==> src/rtl/trap_ctrl.sv <==
// rtl/trap_ctrl.sv - prioritised interrupt/trap redirect with EPC stack for a 3-source core
// Build option: define TRAP_NEST_EN for a 3-deep nesting stack with preemption; otherwise 1 deep.
module trap_ctrl #(
  parameter logic [31:0] VEC0 = 32'h0000_0400,
  parameter logic [31:0] VEC1 = 32'h0000_0500,
  parameter logic [31:0] VEC2 = 32'h0000_0600
) (
  input  logic        clk,
  input  logic        rst,
  input  logic        instr_valid,
  input  logic [31:0] pc_next,
  input  logic        ecall,
  input  logic        uret,
  input  logic [2:0]  ir_req,
  output logic        pc_sel,
  output logic [31:0] pc_target,
  output logic [1:0]  cur_level,
  output logic [2:0]  ir_pending,
  output logic        halt
);

`ifdef TRAP_NEST_EN
  localparam int   DEPTH = 3;
  localparam logic NEST  = 1'b1;
`else
  localparam int   DEPTH = 1;
  localparam logic NEST  = 1'b0;
`endif
  localparam int IDXW = (DEPTH > 1) ? $clog2(DEPTH) : 1;

  logic [2:0]  ir_q;
  logic [2:0]  pend_q, pend_d;
  logic [1:0]  lvl_q, lvl_d;
  logic [1:0]  sp_q, sp_d;
  logic        halt_q, halt_d;
  logic [31:0] epc_q  [DEPTH];
  logic [1:0]  elvl_q [DEPTH];

  logic            cand_ok;
  logic [1:0]      cand_n;
  logic            stack_full;
  logic            commit_ok;
  logic            do_take;
  logic            do_ret;
  logic [IDXW-1:0] top_idx;
  logic [IDXW-1:0] push_idx;
  logic [31:0]     vec_addr;
  logic [2:0]      ir_edge;

  // Highest pending source whose priority beats the level in service.
  always_comb begin
    cand_ok = 1'b0;
    cand_n  = 2'd0;
    for (int n = 2; n >= 0; n--) begin
      if (!cand_ok && pend_q[n] &&
          (NEST ? ((3'(n) + 3'd1) > {1'b0, lvl_q}) : (lvl_q == 2'd0))) begin
        cand_ok = 1'b1;
        cand_n  = 2'(n);
      end
    end
  end

  assign stack_full = (sp_q == 2'(DEPTH));
  assign commit_ok  = instr_valid & ~halt_q & ~ecall;
  assign do_ret     = commit_ok & uret & (sp_q != 2'd0);
  assign do_take    = commit_ok & ~uret & cand_ok & ~stack_full;
  assign top_idx    = IDXW'(sp_q - 2'd1);
  assign push_idx   = IDXW'(sp_q);
  assign ir_edge    = ir_req & ~ir_q;

  always_comb begin
    case (cand_n)
      2'd2:    vec_addr = VEC2;
      2'd1:    vec_addr = VEC1;
      default: vec_addr = VEC0;
    endcase
  end

  always_comb begin
    pc_sel    = do_take | do_ret;
    pc_target = 32'd0;
    if (do_ret) begin
      pc_target = epc_q[top_idx];
    end else if (do_take) begin
      pc_target = vec_addr;
    end
  end

  // A fresh edge on the source being taken wins over its clear.
  always_comb begin
    pend_d = pend_q;
    lvl_d  = lvl_q;
    sp_d   = sp_q;
    halt_d = halt_q;
    if (instr_valid && ecall) begin
      halt_d = 1'b1;
    end
    if (do_take) begin
      pend_d[cand_n] = 1'b0;
      lvl_d          = cand_n + 2'd1;
      sp_d           = sp_q + 2'd1;
    end
    if (do_ret) begin
      lvl_d = elvl_q[top_idx];
      sp_d  = sp_q - 2'd1;
    end
    pend_d = pend_d | ir_edge;
  end

  always_ff @(posedge clk) begin
    if (rst) begin
      ir_q   <= 3'd0;
      pend_q <= 3'd0;
      lvl_q  <= 2'd0;
      sp_q   <= 2'd0;
      halt_q <= 1'b0;
    end else begin
      ir_q   <= ir_req;
      pend_q <= pend_d;
      lvl_q  <= lvl_d;
      sp_q   <= sp_d;
      halt_q <= halt_d;
    end
  end

  always_ff @(posedge clk) begin
    if (!rst && do_take) begin
      epc_q[push_idx]  <= pc_next;
      elvl_q[push_idx] <= lvl_q;
    end
  end

  assign cur_level  = lvl_q;
  assign ir_pending = pend_q;
  assign halt       = halt_q;

endmodule

==> config.mk <==
export PLATFORM = sky130hd
export DESIGN_NAME = trap_ctrl
export DESIGN_NICKNAME = d
export VERILOG_FILES = /design/src/rtl/trap_ctrl.sv
export SDC_FILE = /design/constraint.sdc
export NUM_CORES = 1
export LEC_CHECK = 0
export ABC_CLOCK_PERIOD_IN_PS = 7900
export BUFFER_PORTS_ARGS = -buffer_cell sky130_fd_sc_hd__buf_2
export CORE_ASPECT_RATIO = 1.75
export CORE_MARGIN = 4
export CORE_UTILIZATION = 47
export CTS_CLUSTER_DIAMETER = 40
export DETAILED_ROUTE_END_ITERATION = 8
export PLACE_DENSITY = 0.79
export SLEW_MARGIN = 10
export SYNTH_ARGS = -nofsm -noshare
export SYNTH_HDL_FRONTEND = slang
export SYNTH_SLANG_ARGS = --single-unit
==> constraint.sdc <==
create_clock -name clk -period 7.9 [get_ports clk]
set_input_delay 1.58 -clock clk [delete_from_list [all_inputs] [get_ports clk]]
set_output_delay 1.58 -clock clk [all_outputs]
set_load 0.005 [all_outputs]
==> metrics.cfg, run 1 <==
[timing]
finalSetupViolations=0
finalSetupTns_ps=0
worst_pin_slew_ps=941
rsz0062_at_grt=false
hold_slack_ps=497
drv_slew=0
final.period_utilization_pct=56.8
post-route-min-period_ps=4490
slew_headroom_pct=37.0
fmax_mhz=223
skew_ps=7.03
hold_viol_final=0

[logic_synthesis]
yosys.area.top_type=edfxtp_1
synth_enable_flop_cells=34
synth_top_cell_area_share_pct=54.1
ys_top_cells_by_area=edfxtp_1 54%, dfxtp_1 12%, and3_1 9.6%
async_flop_share_pct=0
synthesis.nets=194
syn_avg_cell_area_um2=12.8
seq_area_frac_synth_pct=65.7
yosysUniqueCellTypes=28
synth_commonest_cells=34 x edfxtp_1, 29 x and3_1, 11 x dfxtp_1, 11 x nor2_1
yosys_register_bits=45
syn_area_um2=1890
synth_cells=148
yosys.cell_count.top_type=edfxtp_1
yosysWarnings=0
synthFlopType=edfxtp_1

[die]
num_io_pins=79
core_area_um2=3870
num_rows=30
die_x_um=55.9
die_area_um2=5140
die_h_um=91.8
start_util_pct=48.8

[global_routing]
grt_pass1_vias=1572
antenna_found_initial=0
grt_usage_pct=16.9
grt_max_degree=36
grt_pass1_wl_um=6840
gr-total-overflow=0

[route]
via_count=1444
dr.pass1.iters=4
antenna_left=0
wl_per_cell_um=14.5
drc=0
detail_route.iter0.violations=49
totalWireLength_um=3990
via_per_inst=5.23

[finish]
final_nets=273
syn_to_final_growth_pct=27.6
drive_gt1_share_pct=40.4
postLayoutCoreUtil_pct=62.3
diodes=0
multi_input_area_um2=607
ff_latch_area_um2=1240
nFillCells=332

[status]
status=completed

[power_and_ir_drop]
total_power_mw=0.440
p_per_area_nw_per_um2=183
leakage_nw=1.15
irDropWorstVdd_v=0.000156

[setup_path]
arrival_ps=2910
worst-path-max-fanout=33
worstSetupStartpointType=input port
worst-setup-path-type=in -> out
crit_start=uret
worstPathRequired_ps=6320
endpoint=pc_target[9]
end_kind=output port
regToRegEndpoint=sp_q[1]
reg2reg_slack_ps=5790
r2r_start=sp_q[0]
reg2reg_depth=6

[worst_hold_path]
hp-class=reg -> reg

[clock_tree]
ctsResizeCount=0
cts_made_buffers=5
cts_tree=built
htree_levels=2
clk_path_buf_depth=2
cts.sinks=45
cts_root_buf=clkbuf_8
holdBufCountCts=0
clk_latency_ps=290
path_clk_slew_ps=80
cts_setup_buffers=0

[flow_run]
drv_cap=0

[place]
io_buffers=78
hpwl_um=2970
place_congestion=0.741

## metrics by stage
| stage | instance area, µm² | instances | setup slack [ps] |
|---|---|---|---|
| final | 2410 | 276 | 3410 |
| after global routing | 2410 | 276 | 3170 |
| after CTS | 2410 | 276 | 3330 |
| after detailed placement | 2330 | 268 | 3350 |
| after global placement | 2330 | 268 | 3390 |
| after floorplan | 1890 | 148 | 1920 |
## cells in the final DEF, fill, tap and decap left out, drive strengths merged, types with 2 or more instances in the layout
master   n
nand4    4
a21oi    7
dfxtp   11
edfxtp  34
nor2    12
buf     80
nand2    6
nor2b    7
clkbuf   8
or3b     2
nor4     3
ha       6
and3    29
nor3     5
inv      4
## flip-flops by register name, indices dropped and copies added, names as in the netlist
name and count:
cur_level 2, elvl_q 2, epc_q 32, halt 1, ir_pending 3, ir_q 3, sp_q 2
## where the power goes
group	switching (mW)	internal, mW
logic	0.0238	0.0200
registers	0.00433	0.260
clock network	0.0689	0.0628
## routing by layer
layer / track usage, % / vias to the layer above / routed length [µm]
met3: 5.49 / 8 / 332
met1: 15.5 / 684 / 1350
li1: - / 701 / -
met4: 7.52 / 0 / 76
met5: 0 / - / 0
met2: 32.6 / 51 / 2230
## how the worst min path moves through the flow
stage          depth (start not counted)          from      endpoint  slack (ps)
2_1_floorplan                          2  elvl_q[0][1]  cur_level[1]         460
3_3_place_gp                           2  elvl_q[0][1]  cur_level[1]         470
3_5_place_dp                           2  elvl_q[0][1]  cur_level[1]         490
4_1_cts                                2  elvl_q[0][1]  cur_level[1]         500
5_1_grt                                2  elvl_q[0][1]  cur_level[1]         570
6_report                               2  elvl_q[0][1]  cur_level[1]         500
## worst max-delay path, cell delays in order
cell and delay (ps):
buf_2 120, nor2b_2 770, a22oi_1 210, nor2_1 110
buf_2 120
## final cells by class
cell class              instances  share of cell area, %
repair buffers                 80                   16.8
flip-flops and latches         45                   51.5
inverters                       4                  0.623
well taps                      48                   2.49
clock buffers                   8                   3.32
multi-input cells              91                   25.2
## kinds of logic (layout without fill, tap and decap cells)
| family | Yosys count | after routing | share of synthesized area [%] |
|---|---|---|---|
| adders and majority gates | 6 | 6 | 3.98 |
| AOI/OAI and AO/OA | 12 | 12 | 4.24 |
| buffers and inverters | 12 | 92 | 2.58 |
| DFF | 45 | 45 | 65.7 |
| and+or+nand+nor | 73 | 73 | 23.5 |
(Power assumes the default switching activity.)
==> inputs of run 2 (changes only) <==
--- a/config.mk
+++ b/config.mk
@@ -5,14 +5,14 @@
 export SDC_FILE = /design/constraint.sdc
 export NUM_CORES = 1
 export LEC_CHECK = 0
-export ABC_CLOCK_PERIOD_IN_PS = 7900
+export ABC_CLOCK_PERIOD_IN_PS = 3900
 export BUFFER_PORTS_ARGS = -buffer_cell sky130_fd_sc_hd__buf_2
 export CORE_ASPECT_RATIO = 1.75
 export CORE_MARGIN = 4
-export CORE_UTILIZATION = 47
+export CORE_UTILIZATION = 42
 export CTS_CLUSTER_DIAMETER = 40
 export DETAILED_ROUTE_END_ITERATION = 8
-export PLACE_DENSITY = 0.79
+export PLACE_DENSITY = 0.74
 export SLEW_MARGIN = 10
 export SYNTH_ARGS = -nofsm -noshare
 export SYNTH_HDL_FRONTEND = slang
==> constraint.sdc (replaced) <==
create_clock -name clk -period 3.9 [get_ports clk]
set_input_delay 0.78 -clock clk [delete_from_list [all_inputs] [get_ports clk]]
set_output_delay 0.78 -clock clk [all_outputs]
set_load 0.005 [all_outputs]
==> run 2 against run 1 <==
  * Sequential power up 100%
  * Die area increased by 11%
  * Clock-buffer cell count fell by 2
  * Combinational power up 110%
  * Wire length rose by 2.9%
  * Utilization down 5.9 points
  * Clock power increased to 2.6 times the previous value
==> metrics.cfg, run 2 (synthesized netlist as in run 1, its figures left out) <==
[setup_path]
critPathMaxStageDelay_ps=440  ; -330 ps
r2r_start=sp_q[1]
crit_slowest_cell=nor2b_2
path_buf_inv=3  ; +1
worst-setup-path-type=reg -> out
worstSetupStartpointType=register
worstPathRequired_ps=3120  ; -3200 ps
cp_cell_sequence=inv_1, ha_1, nor2b_2, buf_4, a22oi_1, nor2_1, buf_2
crit_family=simple AND/OR/NAND/NOR gates
end_kind=output port
arrival_ps=2020  ; -890 ps
crit_start=sp_q[0]
worst-path-max-fanout=18  ; -45%

[finish]
stdcell_count=280  ; +1.4%
final_cell_mix=78 x buf_2, 34 x edfxtp_1, 29 x and3_1
nFillCells=389  ; +17%
syn_to_final_growth_pct=30.3
finalInstanceArea_um2=2460  ; +2.1%
postLayoutCoreUtil_pct=56.4  ; -5.9 points
final_common_cell=buf_2
largest_reg_flops=32  ; unchanged
final_nets=274  ; +0.37%
drive_gt1_share_pct=41.5  ; +1.1 points
diodes=0  ; unchanged
largest_register=epc_q

[clock_tree]
htree_levels=2  ; unchanged
cts_made_buffers=5  ; unchanged
ctsResizeCount=0  ; unchanged
clk_path_buf_depth=2  ; unchanged
cts_tree=built
cts_root_buf=clkbuf_8
cts_setup_buffers=0  ; unchanged
holdBufCountCts=0  ; unchanged
cts.sinks=45  ; unchanged
clk_latency_ps=290  ; about the same
path_clk_slew_ps=80  ; about the same

[power_and_ir_drop]
total_power_mw=0.970  ; +120%
leakage_nw=1.17  ; +2.0%
p_per_area_nw_per_um2=394  ; +120%
irDropWorstVdd_v=0.000447  ; +190%

[route]
wl_met2_um=2250  ; +0.90%
met1_length_um=1450  ; +7.3%
via_count=1420  ; -1.7%
drc=0  ; unchanged
detail_route.iter0.violations=20  ; -59%
via_per_inst=5.07  ; -3.1%
dr.max_layer_used=met4
dr.pass1.iters=4  ; unchanged
totalWireLength_um=4110  ; +2.9%
wl_per_cell_um=14.7  ; +1.4%
met3WireLength_um=314  ; -5.4%
antenna_left=0  ; unchanged

[global_routing]
antenna_found_initial=0  ; unchanged
grt_max_degree=36  ; unchanged
grt_usage_pct=15.6  ; -1.3 points
gr-total-overflow=0  ; unchanged
grt_pass1_wl_um=6720  ; -1.8%
grt_pass1_vias=1471  ; -6.4%

[timing]
fmax_mhz=357
finalSetupViolations=0  ; unchanged
drv_slew=0  ; unchanged
hold_slack_ps=497  ; -0.855 ps
post-route-min-period_ps=2800
final.period_utilization_pct=71.8
worst_pin_slew_ps=714  ; -227 ps
fin_ws_ps=1100  ; -2310 ps
skew_ps=9.21  ; +2.19 ps
slew_headroom_pct=52.1  ; +15 points
rsz0062_at_grt=false
hold_viol_final=0  ; unchanged
finalSetupTns_ps=0  ; unchanged

[place]
dp.cells=272  ; +1.5%
place_congestion=0.851  ; +15%
post-place-ws_ps=1110  ; -2230 ps
io_buffers=78  ; unchanged
placedInstanceArea_um2=2350  ; +0.86%
hpwl_um=3010  ; +1.2%

[flow_run]
drv_cap=0  ; unchanged

[worst_hold_path]
hold_start=elvl_q[0][1]
hp-class=reg -> reg

[die]
die_area_um2=5670  ; +11%
core_area_um2=4360  ; +13%
die_h_um=96.7  ; +5.3%
die_x_um=58.7  ; +5.0%
start_util_pct=43.3  ; -5.6 points
num_io_pins=79  ; unchanged
num_rows=32  ; +6.7%

[status]
status=completed

-- run 2: cell count changes in the layout (fill, tap and decap cells not counted) --
cell       change
bufinv_16      +1
nor4_4         +1
buf_4          +1
clkbuf_1       -2
clkinv_4       +1
nor4_2         -1
-- run 2: layout make-up --
type,instances,area (µm²),share of cell area (%)
clock inverters,2,38.8,1.58
well taps,51,63.8,2.59
inverters,4,15.0,0.610
multi-input cells,91,616,25.0
clock buffers,6,72.6,2.95
flip-flops and latches,45,1240,50.5
repair buffers,81,413,16.8
-- run 2: where the power goes --
group | total (mW) | switching, mW | internal [mW]
clock network | 0.343 | 0.151 | 0.192
registers | 0.535 | 0.00838 | 0.527
logic | 0.0921 | 0.0503 | 0.0417
-- run 2: worst paths after layout --
check | end | slack (ps) | cells past startpoint
setup reg to reg | epc_q[0][16] | 1820 | 5
hold / removal | cur_level[1] | 500 | 2
setup / recovery | pc_target[9] | 1100 | 7
hold reg to reg | cur_level[1] | 500 | 2
-- run 2: tightest hold or removal path: stages, from the launching register on --
cell      delay (ps)
edfxtp_1         330
nor2_1            50
nor3_2            80
-- run 2: layer usage --
metal | up-vias | track usage [%]
met3 | 8 | 5.34
li1 | 703 | -
met5 | - | 0
met2 | 49 | 26.7
met4 | 0 | 7.68
met1 | 660 | 16.4
==> inputs of run 3 (changes only) <==
--- a/config.mk
+++ b/config.mk
@@ -5,14 +5,15 @@
 export SDC_FILE = /design/constraint.sdc
 export NUM_CORES = 1
 export LEC_CHECK = 0
-export ABC_CLOCK_PERIOD_IN_PS = 3900
+export ABC_AREA = 1
+export ABC_CLOCK_PERIOD_IN_PS = 2250
 export BUFFER_PORTS_ARGS = -buffer_cell sky130_fd_sc_hd__buf_2
 export CORE_ASPECT_RATIO = 1.75
 export CORE_MARGIN = 4
-export CORE_UTILIZATION = 42
+export CORE_UTILIZATION = 43
 export CTS_CLUSTER_DIAMETER = 40
 export DETAILED_ROUTE_END_ITERATION = 8
-export PLACE_DENSITY = 0.74
+export PLACE_DENSITY = 0.75
 export SLEW_MARGIN = 10
 export SYNTH_ARGS = -nofsm -noshare
 export SYNTH_HDL_FRONTEND = slang
==> constraint.sdc (replaced) <==
create_clock -name clk -period 2.25 [get_ports clk]
set_input_delay 0.45 -clock clk [delete_from_list [all_inputs] [get_ports clk]]
set_output_delay 0.45 -clock clk [all_outputs]
set_load 0.005 [all_outputs]
==> run 3 against run 2 <==
  * Global-route usage shrank 1.2 points
  * Critical endpoint is now pc_target[7]
  * Flip-flop and latch count is the same
  * Power grew 73%
  * Clock skew shrank 0.89 ps
  * Die area grew 3.3%
  * First-iteration DRC count shrank 40%
  * Critical path depth is the same
  * Area after synthesis grew 6.2%
  * Setup slack lost 960 ps
  * Via count grew 6.3%
  * Register-to-register slack lost 1400 ps
  * Wire length shrank 1.9%
==> metrics.cfg, run 3 <==
[status]
status=completed

[power_and_ir_drop]
total_power_mw=1.68  ; +73%
p_per_area_nw_per_um2=647  ; +64%
irDropWorstVdd_v=0.000528  ; +18%
leakage_nw=1.34  ; +14%

[setup_path]
worstPathRequired_ps=1800  ; -1320 ps
reg2reg_slack_ps=460  ; -1360 ps
reg2reg_depth=9  ; +4
crit_slowest_cell=dfxtp_1
end_kind=output port
regToRegEndpoint=epc_q[0][6]
cp_cell_sequence=inv_1, ha_1, nor2_4, nand3_2, buf_4, nor2_1, buf_2
r2r_start=sp_q[1]
worstSetupStartpointType=register
worst-setup-path-type=reg -> out
worst-path-max-fanout=29  ; +11
crit_family=buffers and inverters
arrival_ps=1660  ; -360 ps
path_buf_inv=3  ; unchanged
critPathMaxStageDelay_ps=350  ; -90 ps

[global_routing]
gr-total-overflow=0  ; unchanged
grt_max_degree=30  ; -17%
antenna_found_initial=0  ; unchanged
grt_pass1_wl_um=6350  ; -5.5%
grt_usage_pct=14.4  ; -1.2 points
grt_pass1_vias=1467  ; -0.27%

[die]
core_area_um2=4440  ; +1.8%
die_h_um=98.3  ; +1.7%
die_area_um2=5860  ; +3.3%
num_rows=32  ; unchanged
die_x_um=59.6  ; +1.6%
start_util_pct=45.1  ; +1.8 points
num_io_pins=79  ; unchanged

[clock_tree]
cts.sinks=45  ; unchanged
holdBufCountCts=0  ; unchanged
cts_root_buf=clkbuf_8
cts_made_buffers=5  ; unchanged
clk_path_buf_depth=2  ; unchanged
htree_levels=2  ; unchanged
clk_latency_ps=290  ; about the same
path_clk_slew_ps=90  ; about the same
cts_tree=built

[finish]
syn_to_final_growth_pct=29.6
largest_register=epc_q
final_cell_mix=78 x buf_2, 49 x inv_1, 34 x edfxtp_1
diodes=0  ; unchanged
final_common_cell=buf_2
final_nets=328  ; +20%
stdcell_count=334  ; +19%
nFillCells=408  ; +4.9%
drive_gt1_share_pct=40.3  ; -1.2 points
postLayoutCoreUtil_pct=58.4  ; +2.1 points
largest_reg_flops=32  ; unchanged

[logic_synthesis]
synth_commonest_cells=49 x inv_1, 34 x edfxtp_1, 33 x nor2_1
yosysWarnings=0  ; unchanged
synth_enable_flop_cells=34  ; unchanged
yosys.area.top_type=edfxtp_1
synthFlopType=edfxtp_1
syn_area_um2=2000  ; +6.2%
seq_area_frac_synth_pct=61.9  ; -3.8 points
yosysUniqueCellTypes=20  ; -29%
synthesis.nets=239  ; +23%
synth_top_cell_area_share_pct=50.9  ; -3.1 points
yosys.cell_count.top_type=inv_1
yosys_register_bits=45  ; unchanged
ys_top_cells_by_area=edfxtp_1 51%, dfxtp_1 11%, inv_1 9.2%
syn_avg_cell_area_um2=10.4  ; -19%
synth_cells=193  ; +30%
async_flop_share_pct=0  ; unchanged

[worst_hold_path]
hold_start=pc_next[28]
min_delay_path_depth=1  ; -1
hold_end=epc_q[0][28]
hp-class=in -> reg

[route]
totalWireLength_um=4030  ; -1.9%
via_per_inst=4.52  ; -11%
antenna_left=0  ; unchanged
via_count=1509  ; +6.3%
dr.pass1.iters=4  ; unchanged
wl_per_cell_um=12.1  ; -18%
detail_route.iter0.violations=12  ; -40%
drc=0  ; unchanged

[timing]
hold_viol_final=0  ; unchanged
drv_slew=0  ; unchanged
fmax_mhz=473
final.period_utilization_pct=93.9
finalSetupViolations=0  ; unchanged
worst_pin_slew_ps=282  ; -432 ps
post-route-min-period_ps=2110
finalSetupTns_ps=0  ; unchanged
rsz0062_at_grt=false
slew_headroom_pct=81.2  ; +29 points
skew_ps=8.32  ; -0.889 ps

[place]
io_buffers=78  ; unchanged
hpwl_um=3180  ; +5.7%
dp.cells=321  ; +18%
place_congestion=0.755  ; -11%

[flow_run]
drv_cap=0  ; unchanged

-- run 3: worst max path at each step --
stage,start,end,slack [ps],cells after the start
floorplan,sp_q[1],elvl_q[0][0],310,8
global placement,sp_q[0],pc_target[7],430,7
detailed placement,sp_q[0],pc_target[8],400,9
CTS,sp_q[0],pc_target[7],60,7
global route,sp_q[1],pc_target[26],20,7
finish,sp_q[1],pc_target[7],140,7
-- run 3: through the flow --
stage / hold WS [ps] / area [µm²] / setup WS, ps
2_1_floorplan: 408 / 2010 / 315
3_3_place_gp: 415 / 2440 / 430
3_5_place_dp: 425 / 2440 / 397
4_1_cts: 304 / 2550 / 56.9
5_1_grt: 298 / 2600 / 22.6
6_report: 323 / 2600 / 138
-- run 3: cell type report --
cell class                      count  area, µm²  area share (%)
Sequential cell                    45       1240            47.8
Tap cell                           51       63.8            2.46
Clock inverter                      2       38.8            1.49
Timing Repair Buffer               87        462            17.8
Inverter                           51        191            7.37
Clock buffer                        6       72.6            2.79
Multi-Input combinational cell     92        527            20.3
-- run 3: report_power, final --
| part | switching (mW) | total [mW] | internal (mW) | leakage (nW) |
|---|---|---|---|---|
| Combinational | 0.0848 | 0.151 | 0.0666 | 0.882 |
| Clock | 0.268 | 0.603 | 0.335 | 0.0558 |
| Sequential | 0.0114 | 0.926 | 0.915 | 0.401 |
-- run 3: metal layers --
metal  vias up  global-route usage, %  routed length [µm]
li1        763                      -                   -
met4         0                   5.63                  40
met3         4                   3.44                 261
met2        48                   28.0                2360
met5         -                      0                   0
met1       694                   13.5                1370
-- run 3: cells by family (layout without fill, tap and decap cells) --
group                    after synthesis  after routing  synth area share [%]
AND/OR/NAND/NOR                       76             76                  19.1
buffers and inverters                 56            146                  12.2
flip-flops                            45             45                  61.9
AO/OA/AOI/OAI                         10             10                  3.06
adder cells (fa/ha/maj)                6              6                  3.75
-- run 3: repair_timing --
action | 4_1_cts | 5_1_grt
setup endpoints to repair | 0 | 7
hold endpoints to repair | 0 | 0
buffers inserted | 0 | 5
resized for setup | 0 | 2
